[config.mk]
export PLATFORM = sky130hd
export DESIGN_NAME = etapa_fetch
export DESIGN_NICKNAME = d
export VERILOG_FILES = /design/src/rtl/etapa_fetch.sv
export SDC_FILE = /design/constraint.sdc
export NUM_CORES = 1
export LEC_CHECK = 0
export CAP_MARGIN = 10
export CORE_MARGIN = 2
export CORE_UTILIZATION = 40
export DETAILED_ROUTE_END_ITERATION = 8
export DONT_BUFFER_PORTS = 1
export SLEW_MARGIN = 30
export SYNTH_ARGS = -nofsm -noshare
export SYNTH_HDL_FRONTEND = slang
export SYNTH_SLANG_ARGS = --single-unit
[constraint.sdc]
create_clock -name clk -period 2.9 [get_ports clk]
set_input_delay 0.29 -clock clk [delete_from_list [all_inputs] [get_ports clk]]
set_output_delay 0.29 -clock clk [all_outputs]
set_load 0.01 [all_outputs]
[src/rtl/etapa_fetch.sv]
// Instruction fetch stage: PC, req/ack memory reads and a small instruction FIFO feeding IF/ID.
// Optional halt-on-opcode-0xF detection is compiled in with `define IF_HALT_DET_EN.
module etapa_fetch #(
    parameter int PC_W       = 8,
    parameter int INSTR_W    = 14,
    parameter int FIFO_DEPTH = 2
) (
    input  logic               clk,
    input  logic               rst,
    input  logic               fetch_en,
    output logic               mem_req,
    output logic [PC_W-1:0]    mem_addr,
    input  logic               mem_ack,
    input  logic [INSTR_W-1:0] mem_data,
    input  logic               stall_in,
    input  logic               branch_taken,
    input  logic [PC_W-1:0]    branch_target,
    output logic [INSTR_W-1:0] instr_out,
    output logic [PC_W-1:0]    pc_out,
    output logic               valid_out,
    output logic               halted
);

    localparam int PTR_W = (FIFO_DEPTH > 1) ? $clog2(FIFO_DEPTH) : 1;
    localparam int CNT_W = $clog2(FIFO_DEPTH + 1);

`ifdef IF_HALT_DET_EN
    typedef enum logic [1:0] {S_IDLE = 2'd0, S_WAIT = 2'd1, S_HALT = 2'd2} state_t;
`else
    typedef enum logic [1:0] {S_IDLE = 2'd0, S_WAIT = 2'd1} state_t;
`endif

    state_t state;
    state_t state_next;

    logic [INSTR_W-1:0] fifo_instr [FIFO_DEPTH];
    logic [PC_W-1:0]    fifo_pc    [FIFO_DEPTH];
    logic [PTR_W-1:0]   rd_ptr;
    logic [PTR_W-1:0]   wr_ptr;
    logic [CNT_W-1:0]   count;
    logic [CNT_W-1:0]   count_next;
    logic [PC_W-1:0]    pc;
    logic [PC_W-1:0]    pc_next;
    logic               squash;
    logic               squash_next;

    logic               ack_eff;
    logic               push;
    logic               pop;
    logic               outstanding;
    logic               halt_next;
    logic               issue;
    logic               req_next;

    // Branch dominates push and pop; a squashed ack completes the bus cycle but carries no data.
    always_comb begin
        ack_eff     = mem_req & mem_ack;
        push        = ack_eff & ~squash & ~branch_taken;
        pop         = (count != '0) & ~stall_in & ~branch_taken;
        outstanding = mem_req & ~mem_ack;

        count_next = count;
        if (branch_taken) begin
            count_next = '0;
        end else if (push && !pop) begin
            count_next = count + CNT_W'(1);
        end else if (pop && !push) begin
            count_next = count - CNT_W'(1);
        end

        pc_next = pc;
        if (branch_taken) begin
            pc_next = branch_target;
        end else if (push) begin
            pc_next = pc + PC_W'(1);
        end

        squash_next = squash;
        if (branch_taken && outstanding) begin
            squash_next = 1'b1;
        end else if (ack_eff) begin
            squash_next = 1'b0;
        end
    end

    // Next-state logic; issuing looks at the state after this edge so a branch out of halt can fetch at once.
    always_comb begin
`ifdef IF_HALT_DET_EN
        halt_next = ~branch_taken &
                    ((push && (mem_data[INSTR_W-1:INSTR_W-4] == 4'hF)) || (state == S_HALT));
`else
        halt_next = 1'b0;
`endif
        issue    = fetch_en & ~halt_next & ~outstanding & (count_next < CNT_W'(FIFO_DEPTH));
        req_next = outstanding | issue;

        state_next = req_next ? S_WAIT : S_IDLE;
`ifdef IF_HALT_DET_EN
        if (halt_next) begin
            state_next = S_HALT;
        end
`endif
    end

    always_ff @(posedge clk or posedge rst) begin
        if (rst) begin
            state <= S_IDLE;
        end else begin
            state <= state_next;
        end
    end

    always_ff @(posedge clk or posedge rst) begin
        if (rst) begin
            pc       <= '0;
            count    <= '0;
            rd_ptr   <= '0;
            wr_ptr   <= '0;
            squash   <= 1'b0;
            mem_req  <= 1'b0;
            mem_addr <= '0;
        end else begin
            pc      <= pc_next;
            count   <= count_next;
            squash  <= squash_next;
            mem_req <= req_next;
            if (issue) begin
                mem_addr <= pc_next;
            end
            if (branch_taken) begin
                rd_ptr <= '0;
                wr_ptr <= '0;
            end else begin
                if (push) begin
                    wr_ptr <= wr_ptr + PTR_W'(1);
                end
                if (pop) begin
                    rd_ptr <= rd_ptr + PTR_W'(1);
                end
            end
        end
    end

    // Storage carries data only; occupancy is tracked by count, so no reset is needed here.
    always_ff @(posedge clk) begin
        if (push) begin
            fifo_instr[wr_ptr] <= mem_data;
            fifo_pc[wr_ptr]    <= mem_addr;
        end
    end

    always_comb begin
        valid_out = (count != '0);
        instr_out = valid_out ? fifo_instr[rd_ptr] : '0;
        pc_out    = valid_out ? fifo_pc[rd_ptr] : '0;
`ifdef IF_HALT_DET_EN
        halted    = (state == S_HALT);
`else
        halted    = 1'b0;
`endif
    end

endmodule
=== Yosys cells after proc, flatten, opt, wreduce, memory -nomap -nowiden ===
Memories as Yosys holds them, arrays and structs flattened.
Cells that the tools add are included.

* Bits in writable memories: 44
* Bits of input ports: 28
* Latch bits: 0
* Output and inout bits: 33
* Memories kept: 2
* Word-level logic and storage cells: 53
* ROM bits: 0
* Bits in registers: 22

{| class="wikitable"
|+ Memory list
! memory !! words !! bits a word !! rd ports !! clocked after Yosys merged registers in !! write ports !! RTL line !! RTL
|-
| fifo_instr || 2 || 14 || 1 || 0 || 1 || 36 || <nowiki>logic [INSTR_W-1:0] fifo_instr [FIFO_DEPTH];</nowiki>
|-
| fifo_pc || 2 || 8 || 1 || 0 || 1 || 37 || <nowiki>logic [PC_W-1:0] fifo_pc [FIFO_DEPTH];</nowiki>
|}

* $mul: 0
* Shift operators: 0
* Reduce and logical (&&, ||, !) cells: 9
* Add/sub/neg operators: 5
* $lt $le $gt $ge: 1
* Eq/ne operators: 0
* Divide/modulo/power cells: 0
* Muxes and demuxes: 15
* Bitwise operators: 14

{| class="wikitable"
|+ Operators with widths
! operator !! count
|-
| $mux 8 || 3
|-
| $mux 14 || 1
|-
| $add 8x1->8 const B || 1
|-
| $and 1x1->1 || 8
|-
| $mux 1 || 8
|-
| $reduce_bool 2->1 || 4
|-
| $mux 2 || 3
|-
| $not 1->1 || 5
|-
| $logic_and 1x1->1 || 3
|-
| $add 1x1->1 const B || 2
|-
| $add 2x1->2 const B || 1
|-
| $logic_not 1->1 || 2
|-
| $lt 2x2->1 const B || 1
|-
| $sub 2x1->2 const B || 1
|-
| $or 1x1->1 || 1
|}

=== Logic depth before layout (Yosys ltp) ===
Gate-level depths: netlist of the first run.

* Word-level depth: 11
* Depth in mapped cells: 7
* Gate-level depth less buffers: 6

=== Worst setup path before layout of the first run ===
OpenSTA, ideal clock, no wires.

* Kind: input-to-reg
* From: input port branch_taken
* To: memory fifo_instr[0][0], enable pin
* Stages: 3
* Setup slack: 192 ps
* Library setup time: 429 ps
* Path buffers: 2
* Data required time: 2471 ps
* Arrival time: 2279 ps
* Cells stage by stage: clkbuf_1 > clkbuf_1 > nor3_1

* Cells in the longest elaborated chain, start to end: 4

{| class="wikitable"
|+ RTL lines
! element !! RTL line !! RTL
|-
| start, declared || 16 || <nowiki>input logic branch_taken,</nowiki>
|-
| $not 1->1 || 58 || <nowiki>push = ack_eff & ~squash & ~branch_taken;</nowiki>
|-
| $and 1x1->1 || 58 ||
|-
| $mux 1 || 146 || <nowiki>if (push) begin</nowiki>
|-
| $mux 1 (not written as such) || 147 || <nowiki>fifo_instr[wr_ptr] <= mem_data;</nowiki>
|-
| end, declared || 36 ||
|}

No other way between the ends.

=== Worst setup path after layout of the first run ===
* From: register count[0]
* To: register mem_addr[1]

* Cells in the longest elaborated chain, start to end: 9

{| class="wikitable"
|+ RTL lines
! element !! RTL line !! RTL
|-
| start, declared || 40 || <nowiki>logic [CNT_W-1:0] count;</nowiki>
|-
| start signal, assigned || 124 || <nowiki>count <= count_next;</nowiki>
|-
| $reduce_bool 2->1 || 59 || <nowiki>pop = (count != '0) & ~stall_in & ~branch_taken;</nowiki>
|-
| $and 1x1->1 (2 in series) || 59 ||
|-
| $logic_and 1x1->1 or $logic_not 1->1 (tied branches) || 67, 65 ||
|-
| $mux 2 or $logic_and 1x1->1 (tied branches) || 67, 65 ||
|-
| $mux 2 (*) || 65 || <nowiki>end else if (push && !pop) begin</nowiki>
|-
| $mux 2 (*) || 63 || <nowiki>if (branch_taken) begin</nowiki>
|-
| $lt 2x2->1 (*) || 94 || <nowiki>issue = fetch_en & ~halt_next & ~outstanding & (count_next < CNT_W'(FIFO_DEPTH));</nowiki>
|-
| $and 1x1->1 (*) || 94 ||
|-
| end signal, assigned || 128 || <nowiki>mem_addr <= pc_next;</nowiki>
|-
| end, declared || 12 || <nowiki>output logic [PC_W-1:0] mem_addr,</nowiki>
|}

Mark *: on every way between the ends. The rest lies on a longest branch, timed or not.
A chain may end at the register's enable or synchronous reset.

==> flow_metrics.tcl, run 1 <==
set metrics [dict create \
    status "finished clean" \
    synth_top_area_frac 0.480 \
    rsz0062_at_grt "false" \
    area_growth_pct 12.7 \
    drt-vias-per-instance 5.32 \
    synthSimpleGateAreaFrac 0.0945 \
    hpwl_mm 3.42 \
    nets 238 \
    hp-class "in -> reg" \
    synthAdderAreaFrac 0.00908 \
    dieArea_um2 7570 \
    post-place-ws_ns 0.653 \
    cts-buffers-inserted 9 \
    clock_skew_ns 0.00593 \
    grt_pass1_vias 1494 \
    rrSetupSlack_ns 0.66 \
    grt_start_max_net_pins 26 \
    crit_required_ns 3.12 \
    ys_top_cells_by_count "44 x edfxtp_1, 31 x nor2_1, 23 x mux2i_1, 22 x dfrtp_1, 9 x mux2_2" \
    end_kind "register" \
    ys_ff_latch 66 \
    htreeDepth 3 \
    fmax_mhz 446 \
    die_w_um 87.0 \
    io_pins 61 \
    synth.most_common_cell "edfxtp_1" \
    max-slew-margin-rel 0.466 \
    rr_startpoint "count[0]" \
    fin_util 0.462 \
    wl_per_cell_um 17.4 \
    ir_drop_v 0.000363 \
    rr_worst_depth 6 \
    fp.dieH_um 87.0 \
    ys_top_cells_by_area "edfxtp_1 48%, dfrtp_1 20%, mux2i_1 8.4%" \
    row_count 30 \
    vias 1559 \
    synth_top_family_by_area "multiplexers" \
    clk_path_buf_depth 2 \
    power.total_mw 2.83 \
    core_um2 6720 \
    insertion_delay_ns 0.34 \
    synth_nets 229 \
    min_period_ns 2.24 \
    antenna_left 0 \
    synthMuxAreaShare 0.120 \
    drt_first_pass_iters 4 \
    yosysUniqueCellTypes 36 \
    root_buffer "clkbuf_8" \
    diodes 0 \
    cap_violations 0 \
    syn_area_um2 2760 \
    track_usage 0.142 \
    synth_xor_area_frac 0.0191 \
    gp_congestion 0.812 \
    cp.arrival_ns 2.47 \
    grt-ovfl-total 0 \
    antenna_found_initial 0 \
    crit_type "reg -> reg" \
    reg2reg_to "mem_addr[1]" \
    finalSetupViolations 0 \
    cts_tree "built" \
    ys_seq_area_frac 0.679 \
    hp-start "mem_ack" \
    routed_wl_mm 5.10 \
    power.leakage_nw 1.10 \
    post_cts_resize_count 0 \
    synth_flop_cell "edfxtp_1" \
    drc_errors 0 \
    portBuffers 0 \
    drv_slew 0 \
    finalHoldViolCount 0 \
    tightest_slew_ns 0.796 \
    final.fill_count 598 \
    syn_inst 199 \
    hold_slack_ns 0.0259 \
    grt_pass1_wl_mm 7.77 \
    fin_ws_ns 0.659 \
    crit_fanout 8 \
    synth.largest_area_cell "edfxtp_1" \
    async_reset_ff_frac 0.333 \
    synth_compound_area_frac 0.0500 \
    finalCritPeriodShare 0.773 \
    ys.warnings.count 0 \
    crit_start "count[0]" \
    hold_buffers 1 \
    synth_edf_count 44 \
    drive_above_1_share 0.169 \
    start_util 0.410 \
    avgSynthCellArea_um2 13.8 \
    drtIter0Drc 42 \
    worstSetupStartpointType "register" \
    cts_num_sinks 66 \
    setup_tns_ns 0 \
    post_cts_buffers 0 \
    endpoint "mem_addr[1]" \
    path_clk_slew_ns 0.07 \
    power_density_nw_per_um2 913 \
]
## layer usage
metal / track usage / vias up / wire length (um)
met1: 0.164 / 765 / 2190
met2: 0.226 / 53 / 2420
li1: - / 736 / -
met5: 0 / - / 0
met3: 0.0806 / 5 / 458
met4: 0.0384 / 0 / 38
## worst max-delay path, cell delays in order (launching register included)
cell and delay (ns):
dfrtp_1 0.37, inv_1 0.05, ha_1 0.20, nor2_1 0.25
mux2_2 0.41, a211oi_4 0.46, mux2_2 0.39
## worst min path at each step
stage,endpoint,depth (start not counted)
floorplan,count[0],1
global placement,wr_ptr,1
detailed placement,rd_ptr,1
CTS,squash,1
global route,squash,1
finish,squash,1
## cells by family after synthesis
group / Yosys count
xor gates and xnor gates: 6
and+or+nand+nor: 55
other: 1
adders and majority gates: 2
buffers and inverters: 17
DFF: 66
AOI/OAI and AO/OA: 20
muxes: 32
## layout make-up
| type | count | area [um2] | area share |
|---|---|---|---|
| well taps | 80 | 100 | 0.0322 |
| inverters | 7 | 26.3 | 0.00846 |
| clock inverters | 7 | 101 | 0.0326 |
| flip-flops and latches | 66 | 1870 | 0.603 |
| repair buffers | 8 | 65.1 | 0.0210 |
| clock buffers | 9 | 124 | 0.0399 |
| multi-input cells | 116 | 816 | 0.263 |
## report_power, final
group / internal (mW) / switching, mW / total, mW
clock: 0.491 / 0.365 / 0.855
combinational: 0.263 / 0.373 / 0.636
sequential: 1.17 / 0.174 / 1.34
total: 1.92 / 0.912 / 2.83
## registers in the layout, summed over array words and instances (netlist names)
register    cells
fifo_instr     28
fifo_pc        16
mem_addr        8
pc              8
count           2
mem_req         1
rd_ptr          1
squash          1
wr_ptr          1
## layout by cell type (no fill, tap or decap), types with 2 or more instances in the layout
cell type	netlist	routed
bufinv_16	0	2
mux2_2	9	9
buf_4	2	6
inv_1	7	6
or4_1	2	2
o21ai_0	8	8
a31oi_1	3	3
nand2_1	6	6
mux2i_1	23	23
inv_6	0	2
dfrtp_1	22	22
edfxtp_1	44	44
ha_1	2	2
a21oi_1	2	2
nand3_1	5	5
dlygate4sd3_1	0	2
clkinvlp_4	0	2
nor2_1	31	31
clkbuf_8	0	9
or3_1	3	3
xnor2_1	5	5
## stage by stage
step,instances,area [um2]
CTS,292,3090
global route,293,3100
detailed placement,275,2860
global placement,275,2860
finish,293,3100
floorplan,199,2760
Note: power is estimated with default switching activity, not from simulation.
==> inputs of run 2 (changes only) <==
==> constraint.sdc (replaced) <==
create_clock -name clk -period 2.2 [get_ports clk]
set_input_delay 0.22 -clock clk [delete_from_list [all_inputs] [get_ports clk]]
set_output_delay 0.22 -clock clk [all_outputs]
set_load 0.01 [all_outputs]
==> flow_metrics.tcl, run 2 (synthesis results as in run 1) <==
set metrics [dict create \
    routed_wl_mm 5.25 \
    grt_start_max_net_pins 24 \
    grt_pass1_vias 1647 \
    largest_reg_flops 28 \
    final_cell_mix "44 x edfxtp_1, 30 x nor2_1, 23 x mux2i_1" \
    max-slew-margin-rel 0.444 \
    track_usage 0.148 \
    root_buffer "clkbuf_8" \
    row_count 30 \
    min_period_ns 2.06 \
    grt-ovfl-total 0 \
    fin_ws_ns 0.142 \
    crit_fanout 8 \
    post-place-ws_ns 0.0622 \
    ir_drop_v 0.000615 \
    path_clk_slew_ns 0.07 \
    wl_per_cell_um 17.0 \
    portBuffers 0 \
    insertion_delay_ns 0.34 \
    clk_path_buf_depth 2 \
    power_density_nw_per_um2 1130 \
    power.total_mw 3.69 \
    multi_input_area_um2 825 \
    power_frac_clock 0.280 \
    fp.dieH_um 87.0 \
    htreeDepth 3 \
    antenna_found_initial 0 \
    final_common_cell "edfxtp_1" \
    switching_power_mw 1.15 \
    end_kind "register" \
    seq_power_share 0.470 \
    tightest_slew_ns 0.833 \
    antenna_left 0 \
    diodes 0 \
    hold_slack_ns 0.0270 \
    gp_congestion 0.768 \
    drive_above_1_share 0.157 \
    clock_skew_ns 0.00716 \
    finalCritPeriodShare 0.936 \
    die_w_um 87.0 \
    cap_violations 0 \
    p_comb_frac 0.251 \
    top_register "fifo_instr" \
    rsz0062_at_grt "false" \
    hp-class "in -> reg" \
    grt_pass1_wl_mm 8.31 \
    crit_type "reg -> reg" \
    vias 1633 \
    regArea_um2 1870 \
    start_util 0.410 \
    sw_frac_of_total 0.313 \
    drv_slew 0 \
    worstSetupStartpointType "register" \
    cts-buffers-inserted 9 \
    drc_errors 0 \
    crit_required_ns 2.42 \
    drt-vias-per-instance 5.28 \
    hpwl_mm 3.35 \
    drtIter0Drc 80 \
    cts_tree "built" \
    status "finished clean" \
    nets 254 \
    final.fill_count 606 \
    finalHoldViolCount 0 \
    cp.arrival_ns 2.28 \
    cts_num_sinks 66 \
    drt_first_pass_iters 4 \
    io_pins 61 \
    fin_util 0.486 \
    intPower_mw 2.54 \
    setup_tns_ns 0 \
    area_growth_pct 18.5 \
    dieArea_um2 7570 \
    finalSetupViolations 0 \
    fmax_mhz 486 \
    largest_registers "fifo_instr (28), fifo_pc (16)" \
    power.leakage_nw 1.18 \
    core_um2 6720 \
]
[run 2: final timing paths]
kind	start	end	slack, ns	depth (start not counted)
setup / recovery	count[0]	mem_addr[6]	0.14	7
hold / removal	fetch_en	mem_req	0.03	2
setup reg to reg	count[0]	mem_addr[6]	0.14	7
hold reg to reg	rd_ptr	rd_ptr	0.55	2
max in group asynchronous	rst	wr_ptr	1.19	2
min in group asynchronous	rst	rd_ptr	0.49	2
[run 2: worst max-delay path, cell delays in order (launching register included)]
cell and delay, ns:
dfrtp_1 0.36, inv_1 0.05, ha_1 0.23, nor2_2 0.15, mux2_2 0.38, a211oi_4 0.28
buf_12 0.16, mux2_2 0.33
[run 2: power groups by stage]
stage | clock network [mW] | registers, mW | logic (mW)
after floorplan | 0 | 1.70 | 0.741
after global placement | 0 | 1.75 | 0.875
after detailed placement | 0 | 1.76 | 0.891
after CTS | 1.06 | 1.74 | 0.924
after global routing | 1.12 | 1.76 | 1.02
final | 1.03 | 1.73 | 0.926
[run 2: layer usage]
metal | wire, um | global-route usage | up-vias
met2 | 2570 | 0.241 | 49
li1 | - | - | 770
met1 | 2260 | 0.175 | 805
met3 | 368 | 0.0692 | 9
met4 | 50 | 0.0469 | 0
met5 | 0 | 0 | -
[run 2: metrics by stage]
stage / area [um2] / instances
after floorplan: 2760 / 199
after CTS: 3240 / 308
final: 3270 / 309
after detailed placement: 2870 / 275
after global routing: 3270 / 309
after global placement: 2870 / 275
[run 2: repair_timing]
action	CTS	global route
resized for setup	0	1
hold endpoints to repair	55	0
setup buffers	0	1
setup endpoints to repair	0	8
hold buffers	17	0
[run 2: cell type report]
class                      count  share of cell area
timing repair buffer          24              0.0720
clock buffer                  14              0.0529
tap                           80              0.0307
sequential                    66               0.573
clock inverter                 2              0.0107
multi-input combinational    116               0.252
inverter                       7             0.00805
==> RTL change (flow settings as in run 2) <==
`FIFO_DEPTH`: 2 -> 4.
--- a/src/rtl/etapa_fetch.sv
+++ b/src/rtl/etapa_fetch.sv
@@ -4,5 +4,5 @@
     parameter int PC_W       = 8,
     parameter int INSTR_W    = 14,
-    parameter int FIFO_DEPTH = 2
+    parameter int FIFO_DEPTH = 4
 ) (
     input  logic               clk,
Function: changed (a bounded check fails within 4 cycles, from zero or initial values and one cycle with rst high).
==> RTL change against run 2 <==
  * Sequential cell count grew 47
  * Highest routed layer unchanged
  * Sequential power grew 64%
  * Largest power group unchanged
  * Worst setup slack lost 0.024 ns
  * Synthesized area grew 68%
  * Count of clock-buffer cells in the layout grew 6
  * Design area grew 72%
  * Total power grew 83%
  * Maximum frequency shrank 1.1%
  * Routed wire length grew 63%
==> RTL change: results (changes against run 2) <==
clock buffers - 20 (was 14)
# fillers - 970 (was 606)
area fraction of the dominant cell type after synthesis - 0.570 (was 0.480)
LEAKAGE - 1.99 nW (was 1.18 nW)
CTS buffer count - 17 (was 9)
clk_lat worst skew - 0.41 ns (was 0.34 ns)
post-synthesis compound-gate area fraction - 0.0262 (was 0.0500)
crit path DAT - 2.36 ns (was 2.28 ns)
Final Util - 0.493 (was 0.486)
Post-Synth XOR/XNOR Area - 0.0227 (was 0.0191)
post-DR vias/cell - 5.10 (was 5.28)
clock-pin slew on the worst setup and hold paths - 0.05 ns (was 0.07 ns)
first-pass GRT wire length - 13.8 mm (was 8.31 mm)
status - finished, final reports clean (unchanged)
CP max-delay cell - dfrtp_1 (was mux2_2)
NonClk Buf Share - 0.0616 (was 0.0720)
synthesized-area fraction occupied by adder cells - 0.0216 (was 0.00908)
Initial DRT Pass Iterations - 6 (was 4)
# nets final - 344 (was 254)
Max Clock Skew - 0.00857 ns (was 0.00716 ns)
met2 WL - 4.33 mm (was 2.57 mm)
Syn Inst Count - 265 (was 199)
EDFF count, synth - 88 (was 44)
Async SR Flop Fraction - 0.221 (was 0.333)
clock-cell share of area - 0.0903 (was 0.0636)
Multi-input gate area - 1280 um^2 (was 825 um^2)
maximum VDD drop - 879 uV (was 615 uV)
met2 GRT Util - 0.237 (was 0.241)
number of global-route vias before repair - 2,552 (was 1,647)
Detailed Place HPWL - 5.09 mm (was 3.35 mm)
setup slack at placement - 0.0724 ns (was 0.0622 ns)
gr usage total - 0.151 (was 0.148)
grt met3 use - 0.0719 (was 0.0692)
GR Util met1 - 0.181 (was 0.175)
most frequent cells after synthesis - edfxtp_1 (88), and2_1 (26), dfrtp_1 (25) (was edfxtp_1 (44), nor2_1 (31), mux2i_1 (23))
## RTL change: cell types whose count changed after synthesis, sizes merged, moves of 6 or more
cell    delta
edfxtp    +44
and2      +26
nor2      -23
mux2i     -22
mux4      +22
nand2      +8
ha         +6
xor2       +6
## RTL change: path summary, 6_finish.rpt
check	startpoint	slack, ns	end	cells past startpoint
max in group asynchronous	rst	1.61	rd_ptr[0]	3
worst max-delay path	count[1]	0.12	mem_addr[1]	8
worst min-delay path	branch_taken	0.003	pc[2]	2
min in group asynchronous	rst	0.32	rd_ptr[1]	3
worst max register to register	count[1]	0.12	mem_addr[1]	8
worst min register to register	squash	0.55	squash	2
## RTL change: worst register-to-register path, stage by stage, from the launching register on
cell and delay (ns):
dfrtp_1 0.38, inv_2 0.06, ha_1 0.18, nor2b_4 0.13, nor4b_2 0.29, and4bb_4 0.25, a211oi_4 0.19, buf_12 0.16
mux2_2 0.33
## RTL change: where the power goes
part,internal [mW],switching [mW]
logic,0.761,0.816
registers,2.59,0.242
clock network,1.50,0.849
